**src/rtl/divs_p4y2_pkg.sv**
```systemverilog
// Shared widths, state encoding and wrapper bit map
// for the sign-magnitude restoring divider.
package divs_p4y2_pkg;

  localparam int P_WIDTH = 4;
  localparam int Y_WIDTH = 2;
  localparam int CNT_W   = $clog2(P_WIDTH);

  // Bit positions used by the Tiny Tapeout wrapper
  localparam int I_START_BITID = 0;
  localparam int I_PS_BITID    = 1;
  localparam int I_P_BITID     = 2;
  localparam int I_YS_BITID    = 6;
  localparam int I_Y_BITID     = 7;

  typedef enum logic [1:0] {
    IDLE = 2'd0,
    RUN  = 2'd1,
    DONE = 2'd2
  } state_t;

endpackage

```
**src/rtl/divs_p4y2_step.sv**
```systemverilog
// One restoring-division step: shift in a dividend bit,
// subtract the divisor when it fits.
module divs_step
  import divs_p4y2_pkg::*;
(
  input  logic [Y_WIDTH:0]   rem,
  input  logic [Y_WIDTH-1:0] y,
  input  logic               dbit,
  output logic [Y_WIDTH:0]   rem_n,
  output logic               qbit
);

  logic [Y_WIDTH:0] shifted;
  logic [Y_WIDTH:0] y_ext;

  always_comb begin
    shifted = {rem[Y_WIDTH-1:0], dbit};
    y_ext   = {1'b0, y};
    qbit    = (shifted >= y_ext);
    rem_n   = qbit ? (shifted - y_ext) : shifted;
  end

endmodule

```
**src/rtl/divs_p4y2.sv**
```systemverilog
// Sequential sign-magnitude divider, one quotient bit
// per clock, results held until the next start.
module divs_p4y2
  import divs_p4y2_pkg::*;
(
  input  logic               clk,
  input  logic               reset,
  input  logic               start,
  input  logic [P_WIDTH-1:0] p,
  input  logic               ps,
  input  logic [Y_WIDTH-1:0] y,
  input  logic               ys,
  output logic [P_WIDTH-1:0] q,
  output logic               qs,
  output logic [Y_WIDTH-1:0] r,
  output logic               rs,
  output logic               dbz,
  output logic               busy,
  output logic               rdy
);

  state_t state, state_n;

  logic [CNT_W-1:0]   cnt;
  logic               fin;
  logic [P_WIDTH-1:0] dvd;
  logic [P_WIDTH-1:0] quo;
  logic [Y_WIDTH:0]   rem;
  logic [Y_WIDTH:0]   rem_n;
  logic [Y_WIDTH-1:0] y_l;
  logic               ps_l;
  logic               ys_l;
  logic               qbit;
  logic               load;

  divs_step u_step (
    .rem   (rem),
    .y     (y_l),
    .dbit  (dvd[P_WIDTH-1]),
    .rem_n (rem_n),
    .qbit  (qbit)
  );

  always_ff @(posedge clk or posedge reset) begin
    if (reset) state <= IDLE;
    else       state <= state_n;
  end

  always_comb begin
    state_n = state;
    load    = 1'b0;
    unique case (state)
      IDLE, DONE: begin
        if (start) begin
          state_n = RUN;
          load    = 1'b1;
        end
      end
      RUN:     if (fin) state_n = DONE;
      default: state_n = IDLE;
    endcase
  end

  assign busy = (state == RUN);
  assign rdy  = (state == DONE);

  // fin marks the extra cycle that publishes the result
  always_ff @(posedge clk or posedge reset) begin
    if (reset) begin
      cnt  <= '0;
      fin  <= 1'b0;
      dvd  <= '0;
      quo  <= '0;
      rem  <= '0;
      y_l  <= '0;
      ps_l <= 1'b0;
      ys_l <= 1'b0;
      q    <= '0;
      qs   <= 1'b0;
      r    <= '0;
      rs   <= 1'b0;
      dbz  <= 1'b0;
    end else if (load) begin
      cnt  <= CNT_W'(P_WIDTH - 1);
      fin  <= (y == '0);
      dvd  <= p;
      quo  <= '0;
      rem  <= '0;
      y_l  <= y;
      ps_l <= ps;
      ys_l <= ys;
    end else if (state == RUN) begin
      if (!fin) begin
        dvd <= {dvd[P_WIDTH-2:0], 1'b0};
        quo <= {quo[P_WIDTH-2:0], qbit};
        rem <= rem_n;
        if (cnt == '0) fin <= 1'b1;
        else           cnt <= cnt - 1'b1;
      end else if (y_l == '0) begin
        q   <= '1;
        qs  <= ps_l ^ ys_l;
        r   <= '0;
        rs  <= 1'b0;
        dbz <= 1'b1;
      end else begin
        q   <= quo;
        qs  <= (ps_l ^ ys_l) & (|quo);
        r   <= rem[Y_WIDTH-1:0];
        rs  <= ps_l & (|rem);
        dbz <= 1'b0;
      end
    end
  end

endmodule

```
**config.mk**
```make
export PLATFORM = sky130hd
export DESIGN_NAME = divs_p4y2
export DESIGN_NICKNAME = d
export VERILOG_FILES = /design/src/rtl/divs_p4y2_pkg.sv /design/src/rtl/divs_p4y2_step.sv /design/src/rtl/divs_p4y2.sv
export SDC_FILE = /design/constraint.sdc
export NUM_CORES = 1
export LEC_CHECK = 0
export ABC_AREA = 1
export CAP_MARGIN = 20
export CORE_MARGIN = 2
export CORE_UTILIZATION = 52
export DETAILED_ROUTE_END_ITERATION = 7
export PLACE_DENSITY = 0.78
export SETUP_SLACK_MARGIN = 0.02
export SLEW_MARGIN = 30
export SYNTH_ARGS = -nofsm -noshare
export SYNTH_HDL_FRONTEND = slang
export SYNTH_SLANG_ARGS = --single-unit
```
**constraint.sdc**
```tcl
create_clock -name clk -period 1.54 [get_ports clk]
set_input_delay 0.385 -clock clk [delete_from_list [all_inputs] [get_ports clk]]
set_output_delay 0.385 -clock clk [all_outputs]
set_load 0.1 [all_outputs]
```
==> flow_summary.yaml <==
outcome:
  status: "finished, final reports clean"
floorplan:
  dieHeight_um: 55.0
  initial_core_util_pct: 54.5
  dieArea_mm2: 0.00302
  row_count: 18
  core_area_mm2: 0.00248
  die_x_um: 55.0
  io_pins: 22
cts:
  clk_latency_ps: 320
  cts.path.max_buffers: 2
  cts_root_buf: "clkbuf_4"
  path_clk_slew_ps: 90
  cts_tree: "built"
  cts_made_buffers: 5
  htreeDepth: 2
  clkSinkCount: 29
yosys:
  muxShareOfSynthArea_pct: 0
  yosysWarnings: 0
  synth_compound_area_share_pct: 7.32
  synthAdderAreaFrac_pct: 4.26
  synth-seq-cells: 29
  ys_seq_area_share_pct: 53.8
  synthSimpleGateAreaFrac_pct: 26.1
  synth_cell_types: 21
  netlist_area_mm2: 0.00135
  synthCells: 158
  synth_top_family_by_area: "simple AND/OR/NAND/NOR gates"
  synth_nets: 173
  synth_area_per_cell_um2: 8.54
  synthXorXnorAreaFrac_pct: 1.30
routing:
  wl_mm: 2.58
  initialDrtViolationCount: 15
  drtPass1Iterations: 4
  wl_per_cell_um: 11.7
  vias: 1113
  vias_per_cell: 5.06
  drc: 0
  ant_nets: 0
cells_and_area:
  finalNonFillerCells: 220
  fillers: 189
  diodes: 0
  drive_gt1_share_pct: 18.9
  final_nets: 204
  final_common_cell: "nand2_1"
  final_cell_mix: "nand2_1 (53), dfrtp_1 (28), inv_1 (18)"
  area_growth_pct: 33.2
sta:
  rsz0062_at_grt: "yes"
  worstMarginPinSlew_ps: 362
  fin_skew_ps: 5.78
  slew_headroom_pct: 75.9
  finalHoldViolCount: 0
  final-setup-viol-count: 0
  final-max-slew-violation-count: 0
  period_share_pct: 99.1
  min_period_ps: 1530
  max_freq_ghz: 0.655
setup_path:
  worst_setup_path_start_kind: "flop"
  crit_type: "reg2out"
  worstSetupEndpointType: "output pin"
  required_ps: 1150
  cp_max_fo: 4
  cp.arrival_ps: 1140
global_routing:
  grt_pass1_vias: 1055
  antenna_found_initial: 0
  grt_max_degree: 30
  track_usage_pct: 21.0
  grt_pass1_wl_mm: 4.28
  overflow: 0
placed_design:
  gp_congestion: 0.819
  dpl.cell_count: 210
  io_buffers: 21
  dp_hpwl_mm: 1.93
job:
  cap_violations: 0
worst_hold_path:
  hp-class: "in2async"
==> critical path, cell delays in order, from the launching register on <==
cell and delay [ps]:
dfrtp_2 460, nand2_4 90, clkinvlp_4 100, buf_12 170
==> final timing paths <==
| kind | slack (ps) | depth (start not counted) | start | endpoint |
|---|---|---|---|---|
| min reg2reg | 490 | 2 | dvd[2] | dvd[2] |
| max reg2reg | 160 | 6 | dvd[3] | rem[1] |
| min | 430 | 3 | reset | rs |
| min in group clk | 490 | 2 | dvd[2] | dvd[2] |
| max in group asynchronous | 820 | 3 | reset | state[0] |
| max | 10 | 3 | state[0] | busy |
==> cell usage after synthesis <==
cell	n	area, µm²
inv_1	20	75.1
nand2_1	54	203
buf_6	1	11.3
nor2_1	7	26.3
nor2_2	2	12.5
dfrtp_1	29	726
o21ai_0	10	50.1
nand2_2	2	12.5
xnor2_1	2	17.5
ha_1	3	37.5
o21ai_2	1	8.76
o21ai_1	4	20.0
buf_4	1	7.51
o21a_1	1	7.51
nand3_1	13	65.1
fa_1	1	20.0
o22ai_1	2	12.5
nand4_1	1	6.26
nor2_4	2	22.5
nor3_1	1	5.00
inv_2	1	3.75
==> area by class of cell <==
class                      instances  area, µm²  area share (%)
tap                               30       37.5            2.09
timing repair buffer              26        358            19.9
clock inverter                     2       10.0           0.557
clock buffer                       6       41.3            2.30
inverter                          21       82.6            4.59
multi-input combinational        106        542            30.1
sequential                        29        727            40.4
==> per-stage QoR <==
stage / TNS, ps / hold slack [ps] / utilization, % / cell area, µm² / worst slack, ps
after floorplan: 0 / 452 / - / 1370 / 25.7
after global placement: 0 / 468 / 69.8 / 1730 / 44.9
after detailed placement: 0 / 477 / 69.8 / 1730 / 8.41
after CTS: -21.4 / 428 / 72.6 / 1800 / -21.4
after global routing: -42.4 / 498 / 72.6 / 1800 / -32.2
final: 0 / 428 / 72.6 / 1800 / 13.9
==> cell families (layout without fill, tap and decap cells) <==
| group | count (synthesis) | in the layout |
|---|---|---|
| buffers and inverters | 23 | 55 |
| DFF | 29 | 29 |
| xor gates and xnor gates | 2 | 2 |
| and+or+nand+nor | 82 | 82 |
| AOI/OAI and AO/OA | 18 | 18 |
| adders and majority gates | 4 | 4 |
==> flip-flops by register name (all words and copies together) (netlist names), 2 cells and up <==
register  cells
rem           3
cnt           2
y_l           2
dvd           4
state         2
r             2
quo           4
q             4
==> layer usage <==
metal  routed length, µm  track usage (%)
met4                  39             11.0
met1                1120             23.5
met5                   0                0
met2                1290             35.7
met3                 124             6.45
==> repair_timing <==
item                                    CTS  global route
cloned                                    0             0
resized for setup                         2             0
endpoints found under the setup margin    2             2
pin swaps                                 2             2
hold buffers                              0             0
setup buffers                             2             0
Power is not shown: default switching activity piles up to over one toggle a cycle in this logic, so the estimate is an artifact.
